$ cat src/rtl/seg_scan_capture.sv
`default_nettype none
// ============================================================================
//  Module      : seg_scan_capture
//  Description : Samples a multiplexed 4-digit 7-segment display bus, decodes
//                the segments back to BCD and reports complete frames.
//  Revision    : 1.0 - initial release
// ============================================================================
module seg_scan_capture #(
    parameter int STABLE_CYC  = 1,
    parameter int TIMEOUT_CYC = 1024
) (
    input  logic       clk,
    input  logic       rst,
    input  logic [6:0] seg_in,
    input  logic       dp_in,
    input  logic [3:0] dig_en,
    output logic [3:0] digit1,
    output logic [3:0] digit2,
    output logic [3:0] digit3,
    output logic [3:0] digit4,
    output logic [3:0] dp_mask,
    output logic       frame_valid,
    output logic       frame_changed,
    output logic       seg_err,
    output logic       sel_err,
    output logic       stale
);

    localparam logic [3:0]  c_stable  = 4'(STABLE_CYC);
    localparam logic [3:0]  c_sat     = 4'd15;
    localparam logic [15:0] c_timeout = 16'(TIMEOUT_CYC);
    localparam logic [15:0] c_to_max  = 16'hFFFF;

    typedef enum logic [1:0] {
        S_WAIT1 = 2'd0,
        S_GOT1  = 2'd1,
        S_GOT2  = 2'd2,
        S_GOT3  = 2'd3
    } state_t;

    // Returns {legal, bcd}
    function automatic logic [4:0] f_decode(input logic [6:0] seg);
        logic [4:0] res;
        case (seg)
            7'b1111110: res = {1'b1, 4'd0};
            7'b0110000: res = {1'b1, 4'd1};
            7'b1101101: res = {1'b1, 4'd2};
            7'b1111001: res = {1'b1, 4'd3};
            7'b0110011: res = {1'b1, 4'd4};
            7'b1011011: res = {1'b1, 4'd5};
            7'b0011111: res = {1'b1, 4'd6};
            7'b1110000: res = {1'b1, 4'd7};
            7'b1111111: res = {1'b1, 4'd8};
            7'b1110011: res = {1'b1, 4'd9};
            default:    res = 5'd0;
        endcase
        return res;
    endfunction

    // Sample layout: {dig_en[3:0], seg[6:0], dp}
    logic [11:0] r_smp;
    logic [11:0] r_prev;
    logic [3:0]  r_stab;
    logic        r_acc;
    logic [11:0] r_acc_smp;

    logic        w_changed;
    logic [3:0]  w_stab_next;
    logic        w_accept;

    assign w_changed   = (r_smp != r_prev);
    assign w_stab_next = w_changed ? 4'd1 :
                         (r_stab == c_sat) ? c_sat : (r_stab + 4'd1);
    // The saturated case must not re-fire when STABLE_CYC is at the ceiling.
    assign w_accept    = (w_stab_next == c_stable) &&
                         (w_changed || (r_stab != c_stable));

    always_ff @(posedge clk) begin
        if (rst) begin
            r_smp     <= 12'd0;
            r_prev    <= 12'd0;
            r_stab    <= 4'd0;
            r_acc     <= 1'b0;
            r_acc_smp <= 12'd0;
        end else begin
            r_smp     <= {dig_en, seg_in, dp_in};
            r_prev    <= r_smp;
            r_stab    <= w_stab_next;
            r_acc     <= w_accept;
            r_acc_smp <= r_smp;
        end
    end

    logic [3:0] w_acc_en;
    logic [6:0] w_acc_seg;
    logic       w_acc_dp;
    logic [4:0] w_dec;
    logic       w_multi;
    logic       w_blank;
    logic [1:0] w_idx;

    assign w_acc_en  = r_acc_smp[11:8];
    assign w_acc_seg = r_acc_smp[7:1];
    assign w_acc_dp  = r_acc_smp[0];
    assign w_dec     = f_decode(w_acc_seg);
    assign w_multi   = |(w_acc_en & (w_acc_en - 4'd1));
    assign w_blank   = (w_acc_en == 4'd0);

    always_comb begin
        w_idx = 2'd0;
        case (w_acc_en)
            4'b0001: w_idx = 2'd0;
            4'b0010: w_idx = 2'd1;
            4'b0100: w_idx = 2'd2;
            4'b1000: w_idx = 2'd3;
            default: w_idx = 2'd0;
        endcase
    end

    state_t      r_state;
    logic [3:0]  r_sh_dig [3];
    logic [2:0]  r_sh_dp;
    logic        r_seen;
    logic [15:0] r_to_cnt;

    logic        w_frame_done;
    logic [19:0] w_frame_new;
    logic [19:0] w_frame_old;
    logic [15:0] w_to_next;

    assign w_frame_done = r_acc && !w_blank && !w_multi && w_dec[4] &&
                          (w_idx == 2'd3) && (r_state == S_GOT3);
    assign w_frame_new  = {r_sh_dig[0], r_sh_dig[1], r_sh_dig[2], w_dec[3:0],
                           w_acc_dp, r_sh_dp};
    assign w_frame_old  = {digit1, digit2, digit3, digit4, dp_mask};
    assign w_to_next    = (r_to_cnt == c_to_max) ? r_to_cnt : (r_to_cnt + 16'd1);

    always_ff @(posedge clk) begin
        if (rst) begin
            r_state       <= S_WAIT1;
            r_sh_dig      <= '{default: 4'd0};
            r_sh_dp       <= 3'd0;
            r_seen        <= 1'b0;
            r_to_cnt      <= 16'd0;
            digit1        <= 4'd0;
            digit2        <= 4'd0;
            digit3        <= 4'd0;
            digit4        <= 4'd0;
            dp_mask       <= 4'd0;
            frame_valid   <= 1'b0;
            frame_changed <= 1'b0;
            seg_err       <= 1'b0;
            sel_err       <= 1'b0;
            stale         <= 1'b0;
        end else begin
            frame_valid   <= 1'b0;
            frame_changed <= 1'b0;
            seg_err       <= 1'b0;
            sel_err       <= 1'b0;

            if (w_frame_done) begin
                r_to_cnt <= 16'd0;
                stale    <= 1'b0;
            end else begin
                r_to_cnt <= w_to_next;
                stale    <= (w_to_next >= c_timeout);
            end

            // Errors are checked before ordering so they pre-empt a restart.
            if (r_acc && !w_blank) begin
                if (w_multi) begin
                    sel_err <= 1'b1;
                    r_state <= S_WAIT1;
                end else if (!w_dec[4]) begin
                    seg_err <= 1'b1;
                    r_state <= S_WAIT1;
                end else if (w_idx == r_state) begin
                    if (r_state == S_GOT3) begin
                        digit1        <= r_sh_dig[0];
                        digit2        <= r_sh_dig[1];
                        digit3        <= r_sh_dig[2];
                        digit4        <= w_dec[3:0];
                        dp_mask       <= {w_acc_dp, r_sh_dp};
                        frame_valid   <= 1'b1;
                        frame_changed <= !r_seen || (w_frame_new != w_frame_old);
                        r_seen        <= 1'b1;
                        r_state       <= S_WAIT1;
                    end else begin
                        r_sh_dig[w_idx] <= w_dec[3:0];
                        r_sh_dp[w_idx]  <= w_acc_dp;
                        r_state         <= state_t'(r_state + 2'd1);
                    end
                end else if (w_idx == 2'd0) begin
                    r_sh_dig[0] <= w_dec[3:0];
                    r_sh_dp[0]  <= w_acc_dp;
                    r_state     <= S_GOT1;
                end else begin
                    r_state <= S_WAIT1;
                end
            end
        end
    end

endmodule
`default_nettype wire

$ cat config.mk
export PLATFORM = sky130hd
export DESIGN_NAME = seg_scan_capture
export DESIGN_NICKNAME = d
export VERILOG_FILES = /design/src/rtl/seg_scan_capture.sv
export SDC_FILE = /design/constraint.sdc
export NUM_CORES = 1
export LEC_CHECK = 0
export CELL_PAD_IN_SITES_DETAIL_PLACEMENT = 0
export CELL_PAD_IN_SITES_GLOBAL_PLACEMENT = 1
export CORE_ASPECT_RATIO = 1.5
export CORE_MARGIN = 2
export CORE_UTILIZATION = 52
export CTS_CLUSTER_SIZE = 20
export DETAILED_ROUTE_END_ITERATION = 10
export DONT_BUFFER_PORTS = 1
export GPL_TIMING_DRIVEN = 0
export PLACE_DENSITY_LB_ADDON = 0.1
export SETUP_SLACK_MARGIN = 0.5
export SLEW_MARGIN = 10
export SYNTH_ARGS = -nofsm -noshare
export SYNTH_HDL_FRONTEND = slang
export SYNTH_SLANG_ARGS = --single-unit
$ cat constraint.sdc
create_clock -name clk -period 4.47 [get_ports clk]
set_input_delay 0.894 -clock clk [delete_from_list [all_inputs] [get_ports clk]]
set_output_delay 0.894 -clock clk [all_outputs]
set_load 0.01 [all_outputs]
# Word level (Yosys, flattened, before mapping)
# Index checks and enable logic that the tools add are counted.
# classes
n_div	0
reduce_logical	25
n_eq_ne	23
bitwise_logic	7
mux	25
mul	0
n_lt_le_gt_ge	5
n_addsub	4
shift	0
# ops
op	count
5-bit one-hot mux with 10 select lines	1
7-bit == test (second input constant)	7
4-bit two-way mux	5
20-bit inequality test	1
16-bit by 1-bit adder with 16-bit output (second input constant)	1
16-bit == test (second input constant)	1
16-bit by 11-bit >= comparator with 1-bit output (second input constant)	1
16-bit two-way mux	1
5-bit AND reduction	3
7-bit by 6-bit == test with 1-bit output (second input constant)	2
12-bit bitwise mux	1
12-bit two-way mux	1
12-bit inequality test	1
9-bit OR reduction	1
4-bit demux with 2-bit select	1
4-bit == test (second input constant)	2
1-bit logical AND	8
1-bit two-way mux	8
2-bit two-way mux	4
8-bit OR reduction	1
7-bit by 5-bit == test with 1-bit output (second input constant)	1
2-bit one-hot mux with 3 select lines	1
6-bit OR reduction	1
1-bit inverter	5
25 further kinds	30
# word_totals
mem_count	0
ramBits	0
word_cells	111
out_inout_bits	25
mem_bits_ro	0
latch_bits	0
ff_bits	88

# Longest topological paths before layout
# Gate-level depths: netlist of the first run.
# logic_depth
depth_word	10
depth_mapped	8
mapped_depth_nobuf	7

# Least setup slack after synthesis of the first run
# OpenSTA, ideal clock, no wires.
# synth_path
path_kind	register to register
start	reg r_acc_smp[9]
end	reg r_sh_dp[2]
required_time_ps	4350
stages_incl_launch_ff	8
setup_slack_ps	2387
arrival_ps	1963
n_path_buf	2
synth_period_minus_slack_ps	2083
path_cell_list	dfxtp_1 buf_6 or4b_4 nor3b_2 a211o_2 or4b_1 buf_2 mux2i_1
# synth_between
elab_chain_len	7
elab_cells_between_ends	19
classes_between	add/sub (1); order compare (2); eq/ne (4); mux (4); bitwise (2); reduce/logical (6)
# synth_rtl
element	line_no	rtl
start: declaration	65	logic [11:0] r_acc_smp;
start signal: assignment	90	r_acc_smp <= r_smp;
4-bit == test (tied with other cells)	111	case (w_acc_en)
2-bit one-hot mux with 3 select lines	111	
2-bit by 3-bit less-than comparator with 1-bit output (not written as such) / 2-bit by 1-bit >= comparator with 1-bit output (equally long branches)	190	r_sh_dp[w_idx] <= w_acc_dp;
1-bit logical AND (not written as such)	190	
1-bit two-way mux (not written as such)	190	
1-bit demux with 2-bit select	190	
3-bit bitwise mux	190	
end signal: indexed assignment	190	
end: declaration	122	logic [2:0] r_sh_dp;
# Parallel ways exist; a longest one is shown, timed or not.
# A chain may end at the register's enable or synchronous reset.

# Worst setup path in the final report of the first run
# layout_path
start	reg r_acc_smp[4]
end	reg r_to_cnt[6]
# layout_between
elab_chain_len	6
elab_cells_between_ends	15
classes_between	eq/ne (10); mux (1); reduce/logical (4)
# layout_rtl
element	line_no	rtl
7-bit == test (tied with other cells)	44	case (seg)
5-bit one-hot mux with 10 select lines (*)	44	
1-bit logical AND (*) (2 in a row)	131	assign w_frame_done = r_acc && !w_blank && !w_multi && w_dec[4] &&
1-bit logical AND (*)	132	(w_idx == 2'd3) && (r_state == S_GOT3);
2-bit OR reduction (no line) (*)	n/a	
end signal: assignment	165	r_to_cnt <= w_to_next;
end: declaration	124	logic [15:0] r_to_cnt;
# Mark *: on every way between the ends. The rest lies on a longest branch, timed or not.

==> impl_metrics.py, run 1 <==
metrics = {
    "setup_path": {
        "path_class": "reg -> reg",
        "cpMaxStageDelayCell": "o21bai_1",
        "critPathLaunchType": "flip-flop",
        "critPathMaxFanout": 10,
        "path_common_cell": "buf_2",
        "cp-end-kind": "flip-flop",
        "critPathMaxStageDelay_ps": 610,
        "critPathArrivalTime_ps": 2850,
        "path_cells": "buf_2 -> nor3b_1 -> o211ai_1 -> a21oi_1 -> o21ai_1 -> o21bai_1 -> buf_2 -> nor2_1",
        "required_ps": 4690,
    },
    "detailed_routing": {
        "wl_um": 9250,
        "vias": 3234,
        "dr.first_iter.drc_count": 161,
        "postRouteAntennaNets": 0,
        "drc": 0,
        "detail_route.wl_per_cell_um": 16.0,
        "avgViaCountPerCell": 5.58,
        "firstDrtPassIters": 4,
    },
    "logic_synthesis": {
        "syn_nets": 482,
        "synth-seq-area-share_pct": 42.6,
        "synthFlopType": "dfxtp_1",
        "synth_seq_cells": 88,
        "syn_inst": 464,
        "yosysWarnings": 0,
        "synth_edf_count": 0,
        "synth_cell_types": 54,
        "synthArstFlopShare_pct": 0,
        "synth.avg_cell_area_sq_um": 8.92,
        "synthesis.area_sq_um": 4140,
    },
    "timing": {
        "rsz0062_at_grt": "false",
        "worst_slew_pin_slew_ps": 667,
        "fin_crit_sh_pct": 58.9,
        "drv_slew": 0,
        "skew_ps": 8.21,
        "setup-violations-final": 0,
        "final.min_clock_period_ps": 2630,
        "fin_ws_ps": 1840,
        "tns_ps": 0,
        "fmax_mhz": 380,
        "slew_headroom_pct": 55.5,
        "hold_viol": 0,
    },
    "die": {
        "start_util_pct": 54.0,
        "top_level_ports": 39,
        "dieArea_sq_um": 8700,
        "core_area_sq_um": 7660,
        "row_count": 39,
        "die_x_um": 76.8,
        "die_h_um": 113,
    },
    "place": {
        "pre_cts_ws_ps": 1880,
        "dpl.hpwl_um": 6700,
        "routabilityCongestion": 0.821,
        "io_buffers": 0,
    },
    "power": {
        "p_clk_share_pct": 46.9,
        "seq_power_share_pct": 48.3,
        "combPwrFrac_pct": 4.8,
        "ir_drop_mv": 0.345,
        "power.switching_mw": 0.349,
        "p_leak_nw": 1.73,
        "switching_share_pct": 20.8,
        "p_int_mw": 1.33,
        "power_density_nw_per_um2": 367,
    },
    "clock_network": {
        "postCtsHoldBufs": 0,
        "root_buffer": "clkbuf_16",
        "cts_tree": "built",
        "cts_sinks": 88,
        "insertion_delay_ps": 340,
        "clock_path_buffers": 2,
        "htreeDepth": 3,
        "cts_resized": 0,
        "numCtsBuffers": 9,
        "postCtsSetupRepairBufs": 0,
        "path_clk_slew_ps": 60,
    },
    "status": {
        "status": "finished clean",
    },
    "cells_and_area": {
        "syn_to_final_growth_pct": 10.6,
        "nFillCells": 723,
        "nets": 493,
        "n_antenna_cell": 0,
        "drive_above_1_share_pct": 6.28,
    },
    "min_path": {
        "hold_class": "reg -> reg",
    },
    "global_route": {
        "grt_max_degree": 14,
        "grt_pass1_wl_um": 15400,
        "antenna_found_initial": 0,
        "grtUsageTotal_pct": 22.7,
        "grt_pass1_vias": 3188,
        "grt-ovfl-total": 0,
    },
    "flow_run": {
        "maxCapViolations": 0,
    },
}
stage by stage:
step	utilization, %	instance area (sq um)	cells	total power, mW	hold WS (ps)
after floorplan	-	4140	464	0.888	433
final	59.7	4570	580	1.68	470
after global routing	59.7	4570	580	1.73	482
after detailed placement	55.7	4270	566	0.909	460
after global placement	55.7	4270	566	0.907	452
after CTS	59.7	4570	580	1.69	468
path summary, 6_finish.rpt:
check,startpoint,endpoint,slack (ps),cells after the start
setup reg to reg,r_acc_smp[4],r_to_cnt[6],1840,8
setup / recovery,r_acc_smp[4],r_to_cnt[6],1840,8
hold / removal,r_seen,r_seen,470,2
hold reg to reg,r_seen,r_seen,470,2
metal layers:
metal	GRT usage (%)	up-vias	routed length [um]
met3	4.70	12	338
met1	25.9	1520	3890
met4	11.5	0	228
met2	39.8	59	4800
li1	-	1643	-
met5	0	-	0
kinds of logic after synthesis:
family / share of synthesized area (%)
AO/OA/AOI/OAI: 12.0
XOR/XNOR: 9.74
adder cells (fa/ha/maj): 1.45
buffers and inverters: 3.90
flip-flops: 42.6
multiplexers: 4.11
AND/OR/NAND/NOR: 26.2
Yosys cell counts (all sizes together), types with 2 or more instances:
cell	count	area share (%)
o211ai	2	0.36
clkbuf	18	1.6
nor3	14	1.7
xnor2	24	5.1
nor3b	2	0.48
nand2b	25	3.8
nand3	12	1.5
nand4	14	2.1
nor4b	4	0.85
and3	8	1.2
nand2	17	1.5
xor2	22	4.7
or2	2	0.30
nor2b	43	6.5
nor4bb	4	0.97
inv	10	0.91
a21oi	15	1.8
ha	4	1.2
or4	3	0.54
o21ai	50	6.0
or3b	2	0.42
a31oi	3	0.45
a21boi	2	0.36
or4b	2	0.57
dfxtp	88	43
buf	10	1.4
o31ai	2	0.36
nor4	4	0.60
nor2	22	2.1
mux2i	17	4.1
nand4b	2	0.42
nand3b	2	0.36
cell usage in the layout, fill, tap and decap left out, drive strengths merged, types with 2 or more instances in the layout:
master  netlist  layout
a21boi        2       2
a21oi        15      15
a31oi         3       3
and3          8       8
buf          10      10
bufinv        0       2
clkbuf       18      28
clkinv        0       2
dfxtp        88      88
ha            4       4
inv          10      10
mux2i        17      17
nand2        17      17
nand2b       25      25
nand3        12      12
nand3b        2       2
nand4        14      14
nand4b        2       2
nor2         22      22
nor2b        43      43
nor3         14      14
nor3b         2       2
nor4          4       4
nor4b         4       4
nor4bb        4       4
o211ai        2       2
o21ai        50      50
o31ai         2       2
or2           2       2
or3b          2       2
or4           3       3
or4b          2       2
xnor2        24      24
xor2         22      22
critical path: cells and delay by family, from the launching register on:
kind | cells | cell delay (ps)
buffers and inverters | 2 | 560
AO/OA/AOI/OAI | 4 | 1320
AND/OR/NAND/NOR | 2 | 280
flip-flops | 1 | 350
cell type report:
| cell class | count | area, sq um | share of cell area, % |
|---|---|---|---|
| sequential | 88 | 1760 | 38.5 |
| multi-input combinational | 338 | 2210 | 48.4 |
| clock buffer | 10 | 239 | 5.22 |
| clock inverter | 4 | 70.1 | 1.53 |
| inverter | 10 | 37.5 | 0.821 |
| tap | 102 | 128 | 2.79 |
| buffer | 28 | 124 | 2.71 |
registers in the layout, indices dropped and copies added, names as in the netlist, 2 cells and up:
| name | cells |
|---|---|
| digit2 | 4 |
| r_to_cnt | 16 |
| dp_mask | 4 |
| digit4 | 4 |
| r_acc_smp | 12 |
| r_state | 2 |
| r_sh_dig | 12 |
| r_smp | 12 |
| digit1 | 4 |
| r_sh_dp | 3 |
| r_stab | 4 |
| digit3 | 4 |
power groups by stage:
stage | Clock, mW | Combinational (mW) | Sequential (mW)
global route | 0.829 | 0.0895 | 0.812
CTS | 0.800 | 0.0813 | 0.811
detailed placement | 0 | 0.0809 | 0.828
finish | 0.788 | 0.0804 | 0.811
global placement | 0 | 0.0798 | 0.827
floorplan | 0 | 0.0629 | 0.825
(Power assumes the default switching activity.)
==> inputs of run 2 (changes only) <==
CORE_UTILIZATION = 43   (was 52)
clock period = 2.4 ns   (was 4.47 ns; I/O delays follow)
==> impl_metrics.py, run 2 (synthesis gave the netlist of run 1 again) <==
metrics = {
    "place": {
        "routabilityCongestion": 0.774,
        "pre_cts_ws_ps": -278,
        "dpl.hpwl_um": 6860,
        "io_buffers": 0,
        "place_inst": 576,
        "dpl_cell_area_sq_um": 4320,
    },
    "cells_and_area": {
        "syn_to_final_growth_pct": 28.3,
        "largest_register_ffs": 16,
        "final_cell_mix": "78 x dfxtp_1, 43 x nor2b_1, 40 x o21ai_0",
        "layout_commonest_cell": "dfxtp_1",
        "instances_no_fill": 624,
        "drive_above_1_share_pct": 25.2,
        "nets": 525,
        "post-route-cell-area_sq_um": 5310,
        "n_antenna_cell": 0,
        "fin_util_pct": 57.0,
        "largest_register": "r_to_cnt",
    },
    "die": {
        "die_h_um": 124,
        "dieArea_sq_um": 10400,
        "top_level_ports": 39,
        "die_x_um": 84.1,
        "core_area_sq_um": 9310,
        "start_util_pct": 44.5,
        "row_count": 43,
    },
    "power": {
        "finalPower_mw": 3.27,
        "p_leak_nw": 2.01,
        "combPwrFrac_pct": 6.5,
        "switching_share_pct": 21.8,
        "seq_power_share_pct": 46.3,
        "power.switching_mw": 0.712,
        "power_density_nw_per_um2": 616,
        "ir_drop_mv": 0.459,
        "p_int_mw": 2.56,
        "p_clk_share_pct": 47.2,
    },
    "setup_path": {
        "cp_num_buf_inv": 2,
        "ff2ff_path_depth": 7,
        "reg2reg_slack_ps": 240,
        "critPathLaunch": "r_acc_smp[9]",
        "path_class": "reg -> reg",
        "path_common_cell": "or4b_4",
        "required_ps": 2630,
        "cpMaxStageDelayCell": "or4b_4",
        "critPathArrivalTime_ps": 2380,
        "cp_top_family": "simple AND/OR/NAND/NOR gates",
        "timing.rr.start": "r_acc_smp[9]",
        "critPathLaunchType": "flip-flop",
        "critPathMaxStageDelay_ps": 510,
        "crit_path_end": "r_sh_dp[2]",
        "cp.depth": 7,
        "critPathMaxFanout": 5,
        "path_cells": "buf_6 -> or4b_4 -> nor3b_2 -> a211o_2 -> or4b_4 -> buf_8 -> mux2i_1",
        "cp-end-kind": "flip-flop",
        "r2r-end": "r_sh_dp[2]",
    },
    "clock_network": {
        "numCtsBuffers": 9,
        "postCtsHoldBufs": 0,
        "cts_tree": "built",
        "cts_sinks": 88,
        "root_buffer": "clkbuf_16",
        "insertion_delay_ps": 340,
        "htreeDepth": 3,
        "path_clk_slew_ps": 60,
        "clock_path_buffers": 2,
    },
    "global_route": {
        "antenna_found_initial": 0,
        "grtUsageTotal_pct": 20.1,
        "grt_pass1_vias": 3334,
        "grt_pass1_wl_um": 16400,
        "grt-ovfl-total": 0,
        "grt_max_degree": 15,
    },
    "timing": {
        "fin_ws_ps": 243,
        "tns_ps": 0,
        "fin_crit_sh_pct": 89.9,
        "hold_ws_ps": 264,
        "fmax_mhz": 464,
        "drv_slew": 0,
        "slew_headroom_pct": 59.0,
        "skew_ps": 7.35,
        "worst_slew_pin_slew_ps": 615,
        "hold_viol": 0,
        "final.min_clock_period_ps": 2160,
        "rsz0062_at_grt": "true",
        "setup-violations-final": 0,
    },
    "detailed_routing": {
        "drc": 0,
        "avgViaCountPerCell": 5.56,
        "wl_um": 10200,
        "dr.first_iter.drc_count": 113,
        "detail_route.wl_per_cell_um": 16.3,
        "vias": 3471,
        "postRouteAntennaNets": 0,
        "firstDrtPassIters": 4,
    },
    "flow_run": {
        "maxCapViolations": 0,
    },
    "status": {
        "status": "finished clean",
    },
    "min_path": {
        "min_path_cells": 1,
        "hold_class": "in -> reg",
    },
}
==> run 2: cell types whose count changed in the layout (fill, tap and decap cells not counted), sizes merged <==
cell,previous run,this run
buf,10,43
clkinv,2,3
==> run 2: power groups by stage <==
stage / sequential, mW / combinational (mW) / clock [mW]
floorplan: 1.54 / 0.118 / 0
global placement: 1.54 / 0.152 / 0
detailed placement: 1.54 / 0.154 / 0
CTS: 1.51 / 0.192 / 1.57
global route: 1.52 / 0.232 / 1.64
finish: 1.51 / 0.214 / 1.54
==> run 2: repair_timing <==
action                                 CTS  global route
resized for setup                       64            55
pin swaps                               19            15
setup endpoints to repair               57            57
setup buffers                           22             8
gates cloned                             1             1
endpoints found under the hold margin    0             0
==> run 2: area by class of cell <==
class / count / area [sq um]
Buffer: 28 / 226
Clock buffer: 11 / 253
Clock inverter: 5 / 78.8
Fill cell: 886 / 4000
Inverter: 10 / 37.5
Multi-Input combinational cell: 338 / 2520
Sequential cell: 88 / 1780
Tap cell: 112 / 140
Timing Repair Buffer: 32 / 268
==> run 2: metal layers <==
metal  vias up  GRT usage, %  wire (um)
met5         -             0          0
met4         0          9.88        300
met1      1668          23.2       4250
met3        25          4.57        405
li1       1711             -          -
met2        67          35.1       5220
==> run 2: worst min-delay path by stage <==
stage | start | end | slack, ps
5_1_grt | seg_in[2] | r_smp[3] | 260
6_report | dig_en[0] | r_smp[8] | 260
2_1_floorplan | r_seen | r_seen | 430
3_5_place_dp | r_seen | r_seen | 450
4_1_cts | seg_in[0] | r_smp[1] | 260
3_3_place_gp | r_seen | r_seen | 450
==> inputs of run 3 (changes only) <==
CORE_UTILIZATION = 52   (was 43)
clock period = 2.65 ns   (was 2.4 ns; I/O delays follow)
==> impl_metrics.py, run 3 (synthesis gave the netlist of run 1 again) <==
metrics = {
    "global_route": {
        "antenna_found_initial": 0,
        "grt_pass1_vias": 3215,
        "grt-ovfl-total": 0,
        "grtUsageMet2_pct": 40.9,
        "grt_most_used_layer": "met2",
        "grt_util_met3_pct": 4.70,
        "grtUsageTotal_pct": 23.0,
        "grtUsageMet1_pct": 26.3,
        "grt_max_degree": 14,
        "grt_pass1_wl_um": 15600,
    },
    "clock_network": {
        "root_buffer": "clkbuf_16",
        "htreeDepth": 3,
        "postCtsHoldBufs": 0,
        "path_clk_slew_ps": 60,
        "cts_tree": "built",
        "numCtsBuffers": 9,
        "clock_path_buffers": 2,
        "cts_sinks": 88,
        "insertion_delay_ps": 340,
    },
    "setup_path": {
        "cpMaxStageDelayCell": "or4b_4",
        "critPathMaxFanout": 10,
        "cp_top_family": "simple AND/OR/NAND/NOR gates",
        "cp.depth": 8,
        "path_class": "reg -> reg",
        "critPathLaunchType": "flip-flop",
        "required_ps": 2860,
        "cp-end-kind": "flip-flop",
        "path_cells": "buf_8 -> nor3b_1 -> o211ai_1 -> a21oi_4 -> o21ai_4 -> or4b_4 -> buf_6 -> mux2i_1",
        "critPathMaxStageDelay_ps": 500,
        "cp_num_buf_inv": 2,
        "ff2ff_path_depth": 8,
        "critPathArrivalTime_ps": 2330,
    },
    "detailed_routing": {
        "vias": 3289,
        "avgViaCountPerCell": 5.56,
        "detail_route.wl_per_cell_um": 16.2,
        "firstDrtPassIters": 4,
        "drc": 0,
        "wl_um": 9590,
        "postRouteAntennaNets": 0,
        "dr.first_iter.drc_count": 174,
    },
    "die": {
        "top_level_ports": 39,
        "die_h_um": 113,
        "die_x_um": 76.8,
        "start_util_pct": 54.0,
        "row_count": 39,
        "core_area_sq_um": 7660,
        "dieArea_sq_um": 8700,
    },
    "cells_and_area": {
        "syn_to_final_growth_pct": 18.8,
        "largest_register_ffs": 16,
        "nFillCells": 688,
        "n_antenna_cell": 0,
        "final_cell_mix": "83 x dfxtp_1, 43 x nor2b_1, 39 x o21ai_0",
        "nets": 505,
        "largest_register": "r_to_cnt",
        "seq_area_sq_um": 1770,
        "drive_above_1_share_pct": 15.9,
        "layout_commonest_cell": "dfxtp_1",
        "multi_input_area_sq_um": 2390,
    },
    "power": {
        "p_leak_nw": 1.87,
        "power_density_nw_per_um2": 580,
        "ir_drop_mv": 0.539,
    },
    "timing": {
        "fmax_mhz": 472,
        "fin_crit_sh_pct": 79.9,
        "drv_slew": 0,
        "final.min_clock_period_ps": 2120,
        "setup-violations-final": 0,
        "skew_ps": 11.9,
        "worst_slew_pin_slew_ps": 564,
        "hold_ws_ps": 320,
        "rsz0062_at_grt": "true",
        "tns_ps": 0,
        "slew_headroom_pct": 62.4,
        "hold_viol": 0,
    },
    "flow_run": {
        "maxCapViolations": 0,
    },
    "place": {
        "dpl.hpwl_um": 6700,
        "io_buffers": 0,
        "routabilityCongestion": 0.821,
    },
    "status": {
        "status": "finished clean",
    },
    "min_path": {
        "hold_class": "in -> reg",
        "min_path_cells": 1,
    },
}
==> run 3: changes by cell type in the layout (fill, tap and decap cells not counted), sizes merged <==
cell / delta
clkinv: -1
buf: -21
==> run 3: timing repair <==
action                                  CTS  global route
gates cloned                              0             0
pin swaps                                 8            10
endpoints found under the setup margin   53            48
resized for setup                        39            36
setup buffers                             5             7
endpoints found under the hold margin     0             0
==> run 3: final timing paths <==
check | from | to | slack [ps]
setup / recovery | r_acc_smp[4] | r_sh_dp[2] | 530
hold / removal | seg_in[2] | r_smp[3] | 320
setup reg to reg | r_acc_smp[4] | r_sh_dp[2] | 530
hold reg to reg | r_smp[5] | r_acc_smp[5] | 470
==> run 3: power by group <==
group	switching, mW	internal [mW]
Combinational	0.0857	0.0743
Clock	0.488	0.837
Sequential	0.0224	1.35
Total	0.596	2.26
==> run 3: through the flow <==
stage               setup WS (ps)  util, %  cells  power [mW]  instance area [sq um]
floorplan                     567        -    464        1.50                   4140
global placement             82.8     55.7    566        1.53                   4270
detailed placement           63.9     55.7    566        1.53                   4270
CTS                           516     62.0    585        2.87                   4750
global route                  454     64.2    592        2.95                   4920
finish                        532     64.2    592        2.85                   4920
==> run 3: final cells by class <==
type	instances	share of cell area, %
clock inverters	4	1.42
multi-input cells	338	48.7
inverters	10	0.763
repair buffers	12	1.83
clock buffers	10	4.86
plain buffers	28	3.84
flip-flops and latches	88	36.0
well taps	102	2.60
==> run 3: routing by layer <==
metal / wire length (um) / share of wire (%)
met5: 0 / 0
met4: 187 / 1.9
met3: 330 / 3.4
met2: 5090 / 53
met1: 3990 / 42
==> run 3: worst register-to-register path: stages, from the launching register on <==
cell and delay, ps:
dfxtp_4 370, buf_8 150, nor3b_1 190, o211ai_1 150, a21oi_4 240, o21ai_4 130
or4b_4 500, buf_6 160, mux2i_1 110
